**src/rtl/sprite_rom_if.sv**
```systemverilog
// Requester-side bus of the sprite ROM arbiter.
//   req      : level request per requester (bit 0 = pixel path)
//   req_addr : requester i's address in bits [i*ADDR_W +: ADDR_W]
//   gnt      : one-hot grant, combinational in the request cycle
//   rvalid   : one-hot read-data-valid, registered
//   rdata    : registered read data shared by all requesters
// master = requester side, slave = arbiter side.
interface sprite_rom_if #(
  parameter int N_REQ  = 4,
  parameter int ADDR_W = 10,
  parameter int DATA_W = 4
);
  logic [N_REQ-1:0]        req;
  logic [N_REQ*ADDR_W-1:0] req_addr;
  logic [N_REQ-1:0]        gnt;
  logic [N_REQ-1:0]        rvalid;
  logic [DATA_W-1:0]       rdata;

  modport master (output req, output req_addr, input gnt, input rvalid, input rdata);
  modport slave  (input req, input req_addr, output gnt, output rvalid, output rdata);
endinterface

```
**src/rtl/sprite_rom_arbiter.sv**
```systemverilog
// Shares one sprite ROM read port between N_REQ requesters.
// Requester 0 (pixel path) has strict priority during active video
// (blank=1); otherwise all requesters are served round-robin.
// Grant is combinational, read data returns two cycles after the grant.
//   vga_clk     : clock, all state on posedge (ROM runs on the negedge)
//   reset_n     : synchronous active-low reset
//   blank       : 1 = active video, 0 = blanking
//   bus         : requester bus (req/req_addr/gnt/rvalid/rdata)
//   rom_address : registered ROM address
//   rom_q       : ROM output, settled before the posedge after it samples
module sprite_rom_arbiter #(
  parameter int N_REQ  = 4,
  parameter int ADDR_W = 10,
  parameter int DATA_W = 4
) (
  input  logic              vga_clk,
  input  logic              reset_n,
  input  logic              blank,
  sprite_rom_if.slave       bus,
  output logic [ADDR_W-1:0] rom_address,
  input  logic [DATA_W-1:0] rom_q
);

  localparam int IDX_W = $clog2(N_REQ);

  if (N_REQ < 2 || N_REQ > 8) begin : g_bad_n_req
    $error("sprite_rom_arbiter: N_REQ must be 2..8");
  end

  logic [IDX_W-1:0]  rr_ptr_q, rr_ptr_d;
  logic [IDX_W-1:0]  issue_id_q, issue_id_d;
  logic              issue_v_q, issue_v_d;
  logic [ADDR_W-1:0] rom_address_q, rom_address_d;
  logic [N_REQ-1:0]  rvalid_q, rvalid_d;
  logic [DATA_W-1:0] rdata_q, rdata_d;

  logic              gnt_any;
  logic [IDX_W-1:0]  gnt_idx;
  logic [N_REQ-1:0]  gnt_vec;
  int                cand;
  logic [IDX_W-1:0]  cand_idx;

  // Arbitration
  always_comb begin
    gnt_any  = 1'b0;
    gnt_idx  = '0;
    rr_ptr_d = rr_ptr_q;
    cand     = 0;
    cand_idx = '0;
    if (blank && bus.req[0]) begin
      // pixel path pre-empts; pointer is left alone so blanking resumes fairly
      gnt_any = 1'b1;
    end else begin
      // cyclic search starting just after the last round-robin winner
      for (int k = 1; k <= N_REQ; k++) begin
        cand = int'(rr_ptr_q) + k;
        if (cand >= N_REQ) cand = cand - N_REQ;
        cand_idx = cand[IDX_W-1:0];
        if (!gnt_any && bus.req[cand_idx]) begin
          gnt_any = 1'b1;
          gnt_idx = cand_idx;
        end
      end
      if (gnt_any) rr_ptr_d = gnt_idx;
    end
    if (!reset_n) begin
      gnt_any  = 1'b0;
      rr_ptr_d = rr_ptr_q;
    end
  end

  always_comb begin
    gnt_vec = '0;
    if (gnt_any) gnt_vec[gnt_idx] = 1'b1;
  end

  // Issue and return stages
  always_comb begin
    rom_address_d = rom_address_q;
    issue_id_d    = issue_id_q;
    issue_v_d     = gnt_any;
    if (gnt_any) begin
      rom_address_d = bus.req_addr[int'(gnt_idx)*ADDR_W +: ADDR_W];
      issue_id_d    = gnt_idx;
    end
    rvalid_d = '0;
    if (issue_v_q) rvalid_d[issue_id_q] = 1'b1;
    rdata_d = rom_q;
  end

  always_ff @(posedge vga_clk) begin
    if (!reset_n) begin
      rr_ptr_q      <= IDX_W'(N_REQ-1);
      issue_id_q    <= '0;
      issue_v_q     <= 1'b0;
      rom_address_q <= '0;
      rvalid_q      <= '0;
      rdata_q       <= '0;
    end else begin
      rr_ptr_q      <= rr_ptr_d;
      issue_id_q    <= issue_id_d;
      issue_v_q     <= issue_v_d;
      rom_address_q <= rom_address_d;
      rvalid_q      <= rvalid_d;
      rdata_q       <= rdata_d;
    end
  end

  assign bus.gnt     = gnt_vec;
  assign bus.rvalid  = rvalid_q;
  assign bus.rdata   = rdata_q;
  assign rom_address = rom_address_q;

endmodule

```
**src/flat_wrapper.sv**
```systemverilog
// flat-port wrapper written by rule: the top's interface ports become plain ports
module sprite_rom_arbiter_flat 
#(
  parameter int N_REQ  = 4,
  parameter int ADDR_W = 10,
  parameter int DATA_W = 4
)
  (vga_clk, reset_n, blank, rom_address, rom_q, bus_req, bus_req_addr, bus_gnt, bus_rvalid, bus_rdata);
  sprite_rom_if #(.N_REQ(N_REQ), .ADDR_W(ADDR_W), .DATA_W(DATA_W)) bus_i ();
  input  logic vga_clk;
  input  logic reset_n;
  input  logic blank;
  output logic [ADDR_W-1:0] rom_address;
  input  logic [DATA_W-1:0] rom_q;
  input wire logic [$bits(bus_i.req)-1:0] bus_req;
  input wire logic [$bits(bus_i.req_addr)-1:0] bus_req_addr;
  output wire logic [$bits(bus_i.gnt)-1:0] bus_gnt;
  output wire logic [$bits(bus_i.rvalid)-1:0] bus_rvalid;
  output wire logic [$bits(bus_i.rdata)-1:0] bus_rdata;
  assign bus_i.req = bus_req;
  assign bus_i.req_addr = bus_req_addr;
  assign bus_gnt = bus_i.gnt;
  assign bus_rvalid = bus_i.rvalid;
  assign bus_rdata = bus_i.rdata;
  sprite_rom_arbiter #(.N_REQ(N_REQ), .ADDR_W(ADDR_W), .DATA_W(DATA_W)) u_core (.vga_clk(vga_clk), .reset_n(reset_n), .blank(blank), .bus(bus_i), .rom_address(rom_address), .rom_q(rom_q));
endmodule
```
**config.mk**
```make
export PLATFORM = sky130hd
export DESIGN_NAME = sprite_rom_arbiter_flat
export DESIGN_NICKNAME = d
export VERILOG_FILES = /design/src/rtl/sprite_rom_if.sv /design/src/rtl/sprite_rom_arbiter.sv /design/src/flat_wrapper.sv
export SDC_FILE = /design/constraint.sdc
export NUM_CORES = 1
export LEC_CHECK = 0
export ABC_AREA = 1
export CAP_MARGIN = 20
export CORE_MARGIN = 3
export CORE_UTILIZATION = 35
export CTS_CLUSTER_SIZE = 16
export DETAILED_ROUTE_END_ITERATION = 6
export GPL_TIMING_DRIVEN = 1
export PLACE_DENSITY = 0.7
export SYNTH_ARGS = -nofsm -noshare
export SYNTH_HDL_FRONTEND = slang
export SYNTH_SLANG_ARGS = --single-unit
```
**constraint.sdc**
```tcl
create_clock -name vga_clk -period 3.2 [get_ports vga_clk]
set_input_delay 0.32 -clock vga_clk [delete_from_list [all_inputs] [get_ports vga_clk]]
set_output_delay 0.32 -clock vga_clk [all_outputs]
set_load 0.05 [all_outputs]
```
Word-level counts from Yosys, hierarchy flattened --
Cells that the tools add are included.
Cells by class: add/sub/neg operators 8, multiply operators 1, magnitude comparators 12, shift-type cells 1, multiplexer cells 36, bitwise operators 1, reduce and logical (&&, ||, !) cells 11
Operator list (count):
- $shiftx 40x32->10 | 1
- $mux 2 | 13
- $lt 2x3->1 const B | 6
- $mux 1 | 16
- $ge 3x3->1 const B | 3
- $bmux 1 s2 | 4
- $sub 2x1->2 const B | 4
- $add 2x2->3 const B | 2
- $logic_and 1x1->1 | 6
- $mul 2x3->5 const B | 1
- $add 2x3->4 const B | 1
- $demux 1 s2 | 2
- $ge 2x1->1 const B | 2
- $ge 4x3->1 const B | 1
- $mux 4 | 1
- $reduce_and 2->1 | 2
- $add 2x1->3 const B | 1
- $logic_not 1->1 | 3
- $not 1->1 | 1
Word-level totals: bits in registers 23, bits of input ports 51, output and inout bits 22, logic and storage cells 76

Logic depth before layout (Yosys ltp) --
depth in word-level cells 25, depth in mapped cells 17

Worst setup path before layout --
OpenSTA, ideal clock, no wires.
kind register to output, from register u_core.rr_ptr_q[0], to output port bus_gnt[0], arrival time 2.486 ns, required time 2.880 ns, slack 0.394 ns, cell stages (with the launch flop) 14, buffers on the path 2, cells stage by stage dfxtp_1 -> buf_6 -> inv_6 -> nand2_1 -> nand2_1 -> nand2_2 -> nand2_4 -> nor2_1 -> nor2_1 -> nand2_4 -> nand3_4 -> buf_4 -> inv_1 -> nor3_1
On the way: word-level cells in the longest chain between the ends 25, elaborated cells on any way between the ends 55, those cells by class 8 x add/sub; 6 x order compare; 34 x mux; 7 x reduce/logical
Ends and longest elaborated chain:
- from (decl) | line sprite_rom_arbiter.sv:30 | logic [IDX_W-1:0] rr_ptr_q, rr_ptr_d;
- from (signal assigned) | line sprite_rom_arbiter.sv:93 | rr_ptr_q <= IDX_W'(N_REQ-1);
- from (signal assigned) | line sprite_rom_arbiter.sv:100 | rr_ptr_q <= rr_ptr_d;
- $add 2x1->3 | line sprite_rom_arbiter.sv:56 | cand = int'(rr_ptr_q) + k;
- $ge 3x3->1 or $sub 2x1->2 (tied branches) | line sprite_rom_arbiter.sv:57 | if (cand >= N_REQ) cand = cand - N_REQ;
- $mux 2 | line sprite_rom_arbiter.sv:57
- $mux 2 | line sprite_rom_arbiter.sv:50 | if (blank && bus.req[0]) begin
- $bmux 1 s2 | line sprite_rom_arbiter.sv:59 | if (!gnt_any && bus.req[cand_idx]) begin
- $mux 1 (not written as such) | line sprite_rom_arbiter.sv:59
- $mux 1 | line sprite_rom_arbiter.sv:59
- $mux 1 | line sprite_rom_arbiter.sv:50
- [... 9 more ...]
- $logic_and 1x1->1 | line sprite_rom_arbiter.sv:59
- $mux 2 | line sprite_rom_arbiter.sv:59
- $mux 2 | line sprite_rom_arbiter.sv:50
- $lt 2x3->1 (not written as such) or $ge 2x1->1 (tied branches) | line sprite_rom_arbiter.sv:74 | if (gnt_any) gnt_vec[gnt_idx] = 1'b1;
- $logic_and 1x1->1 (not written as such) | line sprite_rom_arbiter.sv:74
- $mux 1 (not written as such) | line sprite_rom_arbiter.sv:74
- $demux 1 s2
- $mux 4 * | line sprite_rom_arbiter.sv:74
- to (decl) | line flat_wrapper.sv:17 | output wire logic [$bits(bus_i.gnt)-1:0] bus_gnt;
Every way passes the cells marked *; elsewhere a longest branch is shown, timed or not. The select of a mux whose other input is x is not followed.

Worst setup path after layout --
from register u_core.rr_ptr_q[0], to output port bus_gnt[2]
Same word-level chain as after synthesis.

==> summary.md <==
| Metric | Value |
|---|---|
| Commonest non-fill, non-tap cells in the layout | `nand2_1 (104), clkdlybuf4s50_1 (68), inv_1 (39)` |
| Initial cell density of the core | `37.1%` |
| Hold Vio Cnt, Final | `0` |
| Comb pwr share | `72.8%` |
| Internal power | `1.05 mW` |
| Gr usage total | `17.2%` |
| CP Launch Type | `flip-flop` |
| Max cap viols | `0` |
| Total CTS buffers | `3` |
| First-pass GRT wire length | `about 7300 um` |
| Footprint of the multi-input gates | `855 um^2` |
| Mux contribution to synthesized area | `0%` |
| Library cells used by synthesis | `23` |
| Initial antenna violation count | `0` |
| Via density | `4.46` |
| Via count of the first global-routing pass | `1706` |
| Root buffer cell | `clkbuf_8` |
| Tmin final | `2.73 ns` |
| Sequential cell area fraction in the yosys report | `30.2%` |
| Syn avg cell area | `6.05 um^2` |
| Initial drt markers | `52` |
| Final Slew Violations | `0` |
| Yosys reg bits | `23` |
| Maximum VDD drop | `523 uV` |
| DIE AREA | `5190 um^2` |
| Post-DP HPWL | `3270 um` |
| Peak Freq | `367 MHz` |
| CP arrival | `2.41 ns` |
| Setup repair bufs after CTS | `0` |
| Top cell type's share of synthesized area | `30.2%` |
| GRT overflow | `0` |
| Placer Congestion | `0.905` |
| Most common cell after layout, fill and taps aside | `nand2_1` |
| Port Buffers | `72` |
| FF/Latch Area | `460 um^2` |
| Final Setup Violations | `0` |
| Leakage | `1.21 nW` |
| Worst-Margin Slew | `0.512 ns` |
| Clock power frac | `7.7%` |
| H-tree lvl count | `1` |
| Core ar. | `4120 um^2` |
| NetSw | `about 1.2 mW` |
| Ratio of cells with drive above 1 in the final layout | `9.26%` |
| Hold Buf Count CTS | `0` |
| Initial DRT Pass Iterations | `4` |
| HP Class | `flip-flop to flip-flop` |
| Crit-path max FO | `9` |
| Ant. Diodes | `0` |
| Unrepaired setup endpoints after global routing | `no` |
| # IOs | `73` |
| Cell accounting for the most synthesized area | `dfxtp_1` |
| Status | `finished, final reports clean` |
| Mapped Cells | `252` |
| TritonCTS clock tree | `done` |
| ANT nets after route | `0` |
| Adder-cell share of the synthesized area | `0%` |
| Part of the cycle the worst path needs | `85.2%` |
| Filler cells | `about 400` |
| Sw Ratio | `54.0%` |
| Yosys warns | `0` |
| Clk sinks | `23` |
| Die W | `72.0 um` |
| Clock transition at path regs | `0.08 ns` |
| Mapped cell area | `roughly 1500 um^2` |
| Worst skew pair latency | `between 0.2 and 0.3 ns` |
| Crit end category | `primary output` |
| Total chip power | `2.29 mW` |
| Headroom to the max-slew limit | `roughly two thirds` |
| Nets | `376` |
| WL final | `4190 um` |
| Syn_nets | `303` |
| DRC viols | `0` |
| Height of the die | `between 70 and 80 um` |
| Routed len/inst | `around 11 um` |
| Main combinational cell family by area after synthesis | `simple AND/OR/NAND/NOR gates` |
| Synth area leaders | `dfxtp_1 (30%), nand2_1 (26%), inv_1 (9.6%), nand4_1 (6.2%), nand3_1 (5.9%)` |
| Compound-gate portion of the synthesized area | `3.86%` |
| Syn-to-layout area delta | `55.3%` |
| Setup TNS Final | `0 ns` |
| Seq pwr share | `between 10% and 20%` |
| Vias post-DR | `between 1500 and 2000` |
| Kind of critical path | `flip-flop to primary output` |
| Largest net degree at the start of global routing | `27` |
| Simple-Gate Fraction of Synth Area | `52.2%` |
| Post-CTS Resized | `0` |
| Row count | `23` |
| Critical Path RT | `2.88 ns` |
| Post-synthesis xor/xnor area fraction | `0%` |
| Max clock buf depth | `2` |
| Total power per unit cell area | `slightly below 1000 nW/um^2` |
| Clk_skew | `0.00313 ns` |
[cells in the mapped netlist]
cell        n
nand2_1   104
inv_1      39
dfxtp_1    23
nand3_1    18
nand4_1    15
nor2_1     11
nand2_2     8
o21ai_1     6
nor3_1      5
nand2_4     3
a21oi_1     2
buf_2       2
buf_6       2
clkbuf_1    2
inv_2       2
nand3_4     2
o21ai_0     2
a21oi_2     1
buf_4       1
inv_6       1
nand3_2     1
nor2_2      1
nor2_8      1
[critical path, cell delays in order, from the launching register on]
cell     delay, ns
dfxtp_1       0.56
inv_6         0.09
nand2_1       0.09
nand2_1       0.08
o21ai_1       0.27
nand3_4       0.13
nand3_2       0.10
nand2_2       0.13
nor2_2        0.24
inv_1         0.09
nor2_1        0.18
buf_12        0.17
[logic make-up (layout without fill, tap and decap cells)]
group	count (synthesis)	after routing
AO/OA/AOI/OAI	11	11
buffers and inverters	49	121
flip-flops	23	23
AND/OR/NAND/NOR	169	169
[worst paths after layout]
path                                       startpoint                    end  slack [ns]  cells after the start
worst min-delay path            u_core.rom_address[5]  u_core.rom_address[5]        0.45                      2
worst max register to register     u_core.rr_ptr_q[0]  u_core.rom_address[8]        1.01                     14
worst min register to register  u_core.rom_address[5]  u_core.rom_address[5]        0.45                      2
worst max-delay path               u_core.rr_ptr_q[0]             bus_gnt[2]        0.47                     11
[registers in the layout, summed over array words and instances (netlist names)]
signal and cells:
u_core.issue_v_q 1, u_core.rr_ptr_q 2, u_core.bus.rdata 4, u_core.rom_address 10, u_core.issue_id_q 2, u_core.bus.rvalid 4
[final cells by class]
cell class              instances  share of cell area (%)
multi-input cells             180                    36.1
repair buffers                 75                    33.1
flip-flops and latches         23                    19.4
inverters                      42                    6.87
well taps                      50                    2.64
clock buffers                   4                    1.90
[power by group through the flow]
stage                     combinational (mW)  clock [mW]  sequential [mW]
after floorplan                        0.997           0            0.666
after global placement                  1.66           0            0.453
after detailed placement                1.67           0            0.451
after CTS                               1.68       0.180            0.447
after global routing                    1.85       0.193            0.462
final                                   1.66       0.177            0.446
[layer usage]
metal | wire, um | track usage, % | up-vias
met4 | 85 | 4.59 | 0
met1 | 1940 | 22.0 | 684
li1 | - | - | 922
met5 | 0 | 0 | -
met2 | 1900 | 29.6 | 55
met3 | 269 | 3.46 | 6
[through the flow]
stage               setup slack, ns  utilization [%]  instances  hold slack (ns)  area, um^2
floorplan                     0.394                -        252            0.418        1530
global placement              0.628             56.5        370            0.438        2320
detailed placement            0.554             56.5        370            0.439        2320
CTS                           0.422             57.6        374            0.456        2370
global route                  0.233             57.6        374            0.462        2370
finish                        0.475             57.6        374            0.453        2370
No activity file was read; power rests on OpenSTA's default activity.
